**config.mk**
```make
export PLATFORM = sky130hd
export DESIGN_NAME = multi_timer_flat
export DESIGN_NICKNAME = d
export VERILOG_FILES = /design/src/rtl/multi_timer_if.sv /design/src/rtl/multi_timer.sv /design/src/flat_wrapper.sv
export SDC_FILE = /design/constraint.sdc
export NUM_CORES = 1
export LEC_CHECK = 0
export BUFFER_PORTS_ARGS = -buffer_cell sky130_fd_sc_hd__buf_2
export CAP_MARGIN = 5
export CORE_MARGIN = 4
export CORE_UTILIZATION = 40
export CTS_CLUSTER_DIAMETER = 200
export DETAILED_ROUTE_END_ITERATION = 6
export GPL_TIMING_DRIVEN = 0
export SETUP_SLACK_MARGIN = 0.02
export SLEW_MARGIN = 20
export SYNTH_ARGS = -nofsm -noshare
export SYNTH_HDL_FRONTEND = slang
export SYNTH_SLANG_ARGS = --single-unit
export TNS_END_PERCENT = 20
```
**constraint.sdc**
```tcl
create_clock -name clk -period 2.26 [get_ports clk]
set_input_delay 0.226 -clock clk [delete_from_list [all_inputs] [get_ports clk]]
set_output_delay 0.226 -clock clk [all_outputs]
set_load 0.005 [all_outputs]
```
**src/rtl/multi_timer_if.sv**
```systemverilog
// Handshake bundle for the multi-channel countdown timer.
// Controller drives strobes/loads, timer returns status per channel.
interface multi_timer_if #(
  parameter int NUM_CH = 4,
  parameter int WIDTH  = 16
);
  logic [NUM_CH-1:0]       start_i;
  logic [NUM_CH-1:0]       stop_i;
  logic [NUM_CH-1:0]       periodic_i;
  logic [NUM_CH*WIDTH-1:0] load_i;
  logic                    pause_i;
  logic [NUM_CH-1:0]       busy_o;
  logic [NUM_CH-1:0]       expired_o;
  logic [NUM_CH-1:0]       tick_o;
  logic [NUM_CH*WIDTH-1:0] count_o;

  modport master (
    output start_i, stop_i, periodic_i, load_i, pause_i,
    input  busy_o, expired_o, tick_o, count_o
  );

  modport slave (
    input  start_i, stop_i, periodic_i, load_i, pause_i,
    output busy_o, expired_o, tick_o, count_o
  );
endinterface

```
**src/rtl/multi_timer.sv**
```systemverilog
// Multi-channel countdown timer: runtime loads, one-shot/periodic,
// per-channel prescaler, shared pause, stop/abort.
module multi_timer #(
  parameter int NUM_CH   = 4,
  parameter int WIDTH    = 16,
  parameter int PRESCALE = 1
) (
  input  logic         clk,
  input  logic         resetn,
  multi_timer_if.slave bus
);
  localparam logic [1:0] S_IDLE = 2'd0;
  localparam logic [1:0] S_RUN  = 2'd1;
  localparam logic [1:0] S_DONE = 2'd2;
  localparam int PW = (PRESCALE > 1) ? $clog2(PRESCALE) : 1;

  logic [1:0]       r_state [NUM_CH];
  logic [WIDTH-1:0] r_cnt   [NUM_CH];
  logic             r_tick  [NUM_CH];

  genvar n;
  for (n = 0; n < NUM_CH; n++) begin : g_ch
    logic [WIDTH-1:0] w_load;
    logic             w_step;
    logic             w_wrap;
    logic [WIDTH-1:0] r_load;
    logic             r_per;

    assign w_load = bus.load_i[n*WIDTH +: WIDTH];
    assign w_step = (r_state[n] == S_RUN) & ~bus.pause_i
                  & ~bus.start_i[n] & ~bus.stop_i[n];

    if (PRESCALE > 1) begin : g_pre
      localparam logic [PW-1:0] PMAX = PW'(PRESCALE - 1);
      logic [PW-1:0] r_pre;

      always_ff @(posedge clk or negedge resetn) begin
        if (!resetn) begin
          r_pre <= '0;
        end else if (bus.start_i[n] | bus.stop_i[n]) begin
          r_pre <= '0;
        end else if (w_step) begin
          r_pre <= (r_pre == PMAX) ? '0 : r_pre + 1'b1;
        end
      end

      assign w_wrap = (r_pre == PMAX);
    end else begin : g_nopre
      assign w_wrap = 1'b1;
    end

    // stop beats start; start beats a coinciding expiry
    always_ff @(posedge clk or negedge resetn) begin
      if (!resetn) begin
        r_state[n] <= S_IDLE;
        r_cnt[n]   <= '0;
        r_tick[n]  <= 1'b0;
        r_load     <= '0;
        r_per      <= 1'b0;
      end else begin
        r_tick[n] <= 1'b0;
        if (bus.stop_i[n]) begin
          r_state[n] <= S_IDLE;
          r_cnt[n]   <= '0;
        end else if (bus.start_i[n]) begin
          r_load   <= w_load;
          r_per    <= bus.periodic_i[n];
          r_cnt[n] <= w_load;
          if (w_load == '0) begin
            r_state[n] <= S_DONE;
            r_tick[n]  <= 1'b1;
          end else begin
            r_state[n] <= S_RUN;
          end
        end else if (w_step && w_wrap && r_cnt[n] != '0) begin
          if (r_cnt[n] == WIDTH'(1)) begin
            r_tick[n] <= 1'b1;
            if (r_per) begin
              r_cnt[n] <= r_load;
            end else begin
              r_cnt[n]   <= '0;
              r_state[n] <= S_DONE;
            end
          end else begin
            r_cnt[n] <= r_cnt[n] - 1'b1;
          end
        end
      end
    end
  end

  always_comb begin
    bus.busy_o    = '0;
    bus.expired_o = '0;
    bus.tick_o    = '0;
    bus.count_o   = '0;
    for (int i = 0; i < NUM_CH; i++) begin
      bus.busy_o[i]    = (r_state[i] == S_RUN);
      bus.expired_o[i] = (r_state[i] != S_RUN);
      bus.tick_o[i]    = r_tick[i];
      bus.count_o[i*WIDTH +: WIDTH] = r_cnt[i];
    end
  end
endmodule
```
**src/flat_wrapper.sv**
```systemverilog
// flat-port wrapper written by rule: the top's interface ports become plain ports
module multi_timer_flat 
#(
  parameter int NUM_CH   = 4,
  parameter int WIDTH    = 16,
  parameter int PRESCALE = 1
)
  (clk, resetn, bus_start_i, bus_stop_i, bus_periodic_i, bus_load_i, bus_pause_i, bus_busy_o, bus_expired_o, bus_tick_o, bus_count_o);
  multi_timer_if #(.NUM_CH(NUM_CH), .WIDTH(WIDTH)) bus_i ();
  input  logic clk;
  input  logic resetn;
  input wire logic [$bits(bus_i.start_i)-1:0] bus_start_i;
  input wire logic [$bits(bus_i.stop_i)-1:0] bus_stop_i;
  input wire logic [$bits(bus_i.periodic_i)-1:0] bus_periodic_i;
  input wire logic [$bits(bus_i.load_i)-1:0] bus_load_i;
  input wire logic [$bits(bus_i.pause_i)-1:0] bus_pause_i;
  output wire logic [$bits(bus_i.busy_o)-1:0] bus_busy_o;
  output wire logic [$bits(bus_i.expired_o)-1:0] bus_expired_o;
  output wire logic [$bits(bus_i.tick_o)-1:0] bus_tick_o;
  output wire logic [$bits(bus_i.count_o)-1:0] bus_count_o;
  assign bus_i.start_i = bus_start_i;
  assign bus_i.stop_i = bus_stop_i;
  assign bus_i.periodic_i = bus_periodic_i;
  assign bus_i.load_i = bus_load_i;
  assign bus_i.pause_i = bus_pause_i;
  assign bus_busy_o = bus_i.busy_o;
  assign bus_expired_o = bus_i.expired_o;
  assign bus_tick_o = bus_i.tick_o;
  assign bus_count_o = bus_i.count_o;
  multi_timer #(.NUM_CH(NUM_CH), .WIDTH(WIDTH), .PRESCALE(PRESCALE)) u_core (.clk(clk), .resetn(resetn), .bus(bus_i));
endmodule
```
# ---- After elaboration in Yosys (flattened, before gate mapping)
# Index checks and enable logic that the tools add are counted.
dict set report word_totals {
  reg_bits 144
  elab_cells 153
}
dict set report op_classes {
  n_mux 64
  n_addsub 4
  n_reduce_logical 28
  eq_ne 16
  bitwise 21
}
# operator n
set ops {}
lappend ops {{16-bit 2-to-1 mux} 20}
lappend ops {{16-bit by 1-bit == test with 1-bit output, second input constant} 4}
lappend ops {{16-bit logical NOT} 4}
lappend ops {{16-bit nonzero test} 4}
lappend ops {{16-bit by 1-bit subtractor with 16-bit output, second input constant} 4}
lappend ops {{2-bit 2-to-1 mux} 24}
lappend ops {{3-bit nonzero test} 8}
lappend ops {{1-bit 2-to-1 mux} 20}
lappend ops {{1-bit bitwise AND} 12}
lappend ops {{3-bit != test, second input constant} 4}
lappend ops {{3-bit AND reduction} 4}
lappend ops {{1-bit NOT} 9}
lappend ops {{2-bit by 1-bit == test with 1-bit output, second input constant} 4}
lappend ops {{2-bit by 1-bit != test with 1-bit output, second input constant} 4}
lappend ops {{2-bit AND reduction} 4}
lappend ops {{1-bit logical AND} 4}

# ---- Depth between registers and ports, before layout
dict set report logic_depth {
  word_depth 8
  ltp_mapped 9
  mapped_depth_nobuf 7
}

# ---- Least setup slack after synthesis
# No wires, ideal clock.
dict set report synth_path {
  kind {reg-to-reg}
  start {reg u_core.r_cnt, in the netlist u_core.bus.count_o[9]}
  end {reg u_core.r_cnt, in the netlist u_core.bus.count_o[15]}
  synth_period_minus_slack_ns 2.237
  path_buffers 2
  path_stages_with_launch 7
  arrival_ns 2.112
  required_ns 2.134
  setup_time_ns 0.126
  setup_slack_ns 0.023
  cell_sequence {dfrtp_1 or4_1 buf_2 or3_4 o21a_4 buf_6 o311a_1}
}
dict set report synth_between {
  elab_chain_cells 5
  word_cells_on_any_way 9
}
# element line
set synth_lines {}
lappend synth_lines {{start, declared} multi_timer.sv:18} ;# logic [WIDTH-1:0] r_cnt [NUM_CH];
lappend synth_lines {{start signal, assigned by index} multi_timer.sv:68} ;# r_cnt[n] <= w_load;
lappend synth_lines {{start signal, assigned by index} multi_timer.sv:79} ;# r_cnt[n] <= r_load;
lappend synth_lines {{start signal, assigned by index} multi_timer.sv:85} ;# r_cnt[n] <= r_cnt[n] - 1'b1;
lappend synth_lines {{16-bit by 1-bit subtractor with 16-bit output or 16-bit by 1-bit == test with 1-bit output (tied branches)} {multi_timer.sv:85, multi_timer.sv:76}}
lappend synth_lines {{16-bit 2-to-1 mux} multi_timer.sv:76} ;# if (r_cnt[n] == WIDTH'(1)) begin
lappend synth_lines {{16-bit 2-to-1 mux} multi_timer.sv:75} ;# end else if (w_step && w_wrap && r_cnt[n] != '0) begin
lappend synth_lines {{16-bit 2-to-1 mux} multi_timer.sv:65} ;# end else if (bus.start_i[n]) begin
lappend synth_lines {{16-bit 2-to-1 mux} multi_timer.sv:62} ;# if (bus.stop_i[n]) begin
# Several ways; a longest one is shown, not always the timed one. The select of a mux whose other input is x is not followed.
# A chain may end at the register's enable or synchronous reset.

# ---- Final worst setup path
dict set report layout_path {
  start {reg u_core.r_cnt, in the netlist u_core.bus.count_o[41]}
  end {reg u_core.r_cnt, in the netlist u_core.bus.count_o[46]}
}
# The elaborated chain is that of the path after synthesis.

==> flow_metrics.env <==
export IMPL_clk_latency_ps=420
export IMPL_yosys_register_bits=144
export IMPL_drtPass1Iterations=5
export IMPL_drt_iter0_markers=664
export IMPL_max_slew_headroom=0.4351
export IMPL_floorplan_initialDensity=0.4066
export IMPL_unrepaired_setup_endpoints_after_global_routing="yes"
export IMPL_grt_antenna_before_repair=0
export IMPL_finish_net_count=1305
export IMPL_p_int_w=0.005468
export IMPL_ant_nets=0
export IMPL_avgSynthCellArea_um2=8.436
export IMPL_clock_tree_root_cell="clkbuf_16"
export IMPL_first_global_vias=8454
export IMPL_top_flip_flop_cell_by_instance_count_after_synthesis="dfrtp_1"
export IMPL_tritoncts="built"
export IMPL_clkSinkCount=144
export IMPL_finalSetupViolCount=4
export IMPL_cts_max_path_buffers=2
export IMPL_design_die_area_um2=23700
export IMPL_reg2regPathDepth=7
export IMPL_netlist_instances=1010
export IMPL_failed_checks="setup timing"
export IMPL_fmaxAchievable_mhz=433.9
export IMPL_finalClockSkew_ps=12.21
export IMPL_avgViaCountPerCell=5.810
export IMPL_power_static_leakage_nw=5.060
export IMPL_gp_congestion=0.9259
export IMPL_power_ir_vdd_worst_mv=0.4218
export IMPL_total_number_of_yosys_warnings=0
export IMPL_syn2layout_area_growth_pct=28.52
export IMPL_ys_async_sr_fraction=1.000
export IMPL_clkPwrFrac=0.403
export IMPL_core_um2=20960
export IMPL_yosysUniqueCellTypes=71
export IMPL_synth_net_count=1097
export IMPL_grt_overflow_total=0
export IMPL_power_share_combinational=0.196
export IMPL_synth_edf_count=0
export IMPL_final_wl_um=29190
export IMPL_final_setup_tns_ps=-78.34
export IMPL_report_final_slew_viol_count=0
export IMPL_clk_transition_reported_paths_ps=70
export IMPL_place_inst=1439
export IMPL_i_o_pin_count=155
export IMPL_report_final_hold_viol_count=0
export IMPL_hpwl_dp_um=20400
export IMPL_max_cap_viols=0
export IMPL_post_drt_wl_per_cell_um=19.40
export IMPL_grt_max_degree=74
export IMPL_worstHoldPathType="primary input to flop"
export IMPL_grt_pass1_wl_um=45660
export IMPL_post_route_min_period_ps=2305
export IMPL_drc=0
export IMPL_placement_io_buffers=153
export IMPL_worst_endpoint_required_ps=2580
export IMPL_crit_path_max_fanout=6
export IMPL_type_of_element_launching_the_critical_path="flop"
export IMPL_timing_critical_path_to_type="flop"
export IMPL_worst_hold_path_num_cells=3
export IMPL_maximum_level_of_the_cts_h_tree=4
export IMPL_die_w_um=154.0
export IMPL_tritoncts_num_buffers=17
export IMPL_grt_usage=0.2377
export IMPL_rrSetupSlack_ps=-40
export IMPL_post_synthesis_instance_area_um2=8521
export IMPL_drive_gt1_frac=0.2642
export IMPL_fp_row_count=53
export IMPL_crit_arrival_ps=2630
export IMPL_ys_seq_area_frac=0.4229
export IMPL_post_route_worst_setup_slack_ps=-44.56
export IMPL_worst_max_slew_pin_slew_ps=839.6
export IMPL_via_count=8744
export IMPL_outcome="complete, but fails checks"
export IMPL_p_switching_w=0.002265
export IMPL_setup_worst_path_class="flop to flop"
export IMPL_detailedPlace_worstSlack_ps=-493.8
export IMPL_seqPwrFrac=0.401
export IMPL_chipHeight_um=154.0
export IMPL_switching_fraction=0.2929
export IMPL_power_density_nw_per_um2=706.1
export IMPL_final_cell_count_no_fill=1505
export IMPL_period_share=1.020
export IMPL_p_total_w=0.007733
export IMPL_antenna_cells_inserted=0
-- sequential cells by signal, summed over array words and instances, names as in the netlist --
name and cells:
u_core.bus.tick_o 4, u_core.g_ch.r_per 4, u_core.bus.count_o 64, u_core.r_state 8, u_core.g_ch.r_load 64
-- stage by stage --
step / util / instance area (um2) / hold WS, ps
6_report: 0.5226 / 10950 / 35.03
5_1_grt: 0.5226 / 10950 / 42.13
4_1_cts: 0.5078 / 10640 / 18.49
3_5_place_dp: 0.4614 / 9668 / 222.2
3_3_place_gp: 0.4596 / 9630 / 425.7
2_1_floorplan: - / 8521 / -69.59
-- final cells by class --
cell class | count | area (um2)
buffer | 59 | 305.3
clock buffer | 21 | 460.4
fill | 2044 | 10000
multi-input combinational | 758 | 4725
inverter | 44 | 165.2
sequential | 144 | 3623
clock inverter | 10 | 183.9
tap | 275 | 344.1
timing repair buffer | 194 | 1144
-- layout by cell type, fill, tap and decap left out, types with 6 or more instances in the layout --
cell type  netlist  routed
nand2_1        198     195
buf_2            8     159
dfrtp_1        144     128
a21oi_1         74      73
o21ai_0         66      64
inv_1           44      44
nor2_1          40      40
clkbuf_1        52      36
buf_4            0      36
nor4_1          27      23
nor3_1          26      23
nand3_1         19      19
clkbuf_16        0      17
and3_1          17      16
xnor2_1         16      16
dfrtp_2          0      16
nand4_1         14      14
o31ai_1         15      14
a31oi_1         14      14
nor2b_1         11      11
o211ai_1        11      11
a311oi_1        12      11
a221oi_1        12      10
nor4_4           3       9
nand2b_1         9       9
o31a_1           8       8
xor2_1           8       8
and2_1          10       8
o21ai_1          9       8
or2_2            7       7
nor3b_1          7       6
or4_4            1       6
a21o_1           6       6
buf_6            2       6
-- final timing paths --
kind                                                        end                            startpoint
max in group asynchronous    u_core.bus.count_o[33]$_DFFE_PN0P_                                resetn
hold / removal             u_core.g_ch[1].r_load[5]$_DFFE_PN0P_                        bus_load_i[21]
setup reg to reg             u_core.bus.count_o[46]$_DFFE_PN0P_    u_core.bus.count_o[41]$_DFFE_PN0P_
setup / recovery             u_core.bus.count_o[46]$_DFFE_PN0P_    u_core.bus.count_o[41]$_DFFE_PN0P_
hold reg to reg            u_core.g_ch[0].r_load[7]$_DFFE_PN0P_  u_core.g_ch[0].r_load[7]$_DFFE_PN0P_
min in group asynchronous    u_core.bus.count_o[61]$_DFFE_PN0P_                                resetn
-- per-layer routing --
metal | track usage | vias to the layer above | share of wire | routed length (um)
met5 | 0 | - | 0 | 0
met4 | 0.08368 | 0 | 0.025 | 741
met3 | 0.04137 | 62 | 0.059 | 1725
met2 | 0.3738 | 367 | 0.47 | 13710
met1 | 0.3314 | 4206 | 0.45 | 13020
li1 | - | 4109 | - | -
-- Yosys cell counts (5+ instances only) --
master / n / area [um2]
and3_1: 17 / 106.4
a221oi_1: 12 / 105.1
nand2b_1: 9 / 56.30
buf_2: 8 / 40.04
o21a_1: 6 / 45.04
a211oi_1: 5 / 37.54
nor3b_1: 7 / 52.55
clkbuf_1: 52 / 195.2
xnor2_1: 16 / 140.1
nand2_1: 198 / 743.2
or2_2: 7 / 43.79
ha_1: 8 / 100.1
a21oi_1: 74 / 370.4
a31oi_1: 14 / 87.58
a21o_1: 6 / 45.04
nand4_1: 14 / 87.58
o21ai_0: 66 / 330.3
nor2_1: 40 / 150.1
nand3_1: 19 / 95.09
dfrtp_1: 144 / 3603
o21ai_1: 9 / 45.04
or4_1: 9 / 67.56
xor2_1: 8 / 70.07
a211o_1: 5 / 43.79
and2_1: 10 / 62.56
o211ai_1: 11 / 82.58
a32oi_1: 5 / 43.79
a311oi_1: 12 / 105.1
o31ai_1: 15 / 112.6
nor2b_1: 11 / 68.82
nor4_1: 27 / 168.9
nor3_1: 26 / 130.1
o31a_1: 8 / 70.07
and4_1: 8 / 70.07
inv_1: 44 / 165.2
a32o_1: 5 / 50.05
-- worst max-delay path, stage by stage (launching register included) --
cell and delay, ps:
dfrtp_2 450, or4_4 580, nor4_4 320, buf_4 180
and2_4 130, buf_6 130, o211ai_1 120, a221oi_2 290
-- cells by family (layout without fill, tap and decap cells) --
group                      count (synthesis)  after routing  share of synthesized area
AOI/OAI and AO/OA                        290            290                     0.2267
xor gates and xnor gates                  24             24                    0.02467
adders and majority gates                  8              8                    0.01175
buffers and inverters                    108            328                    0.05051
DFF                                      144            144                     0.4229
muxes                                      3              3                   0.003524
and+or+nand+nor                          433            433                     0.2599
-- power groups by stage --
stage | Clock [W] | Combinational (W) | Sequential, W
after floorplan | 0 | 0.000855 | 0.00305
after global placement | 0 | 0.00134 | 0.00311
after detailed placement | 0 | 0.00136 | 0.00311
after CTS | 0.00319 | 0.00144 | 0.00308
after global routing | 0.00330 | 0.00168 | 0.00313
final | 0.00312 | 0.00151 | 0.00310
-- timing repair --
action | in CTS | in global routing
pin swaps | 15 | 27
gates resized for setup | 50 | 69
endpoints found under the hold margin | 73 | 0
setup buffers | 18 | 19
setup endpoints to repair | 74 | 72
hold buffers | 3 | 0
Note: power is estimated with default switching activity, not from simulation.
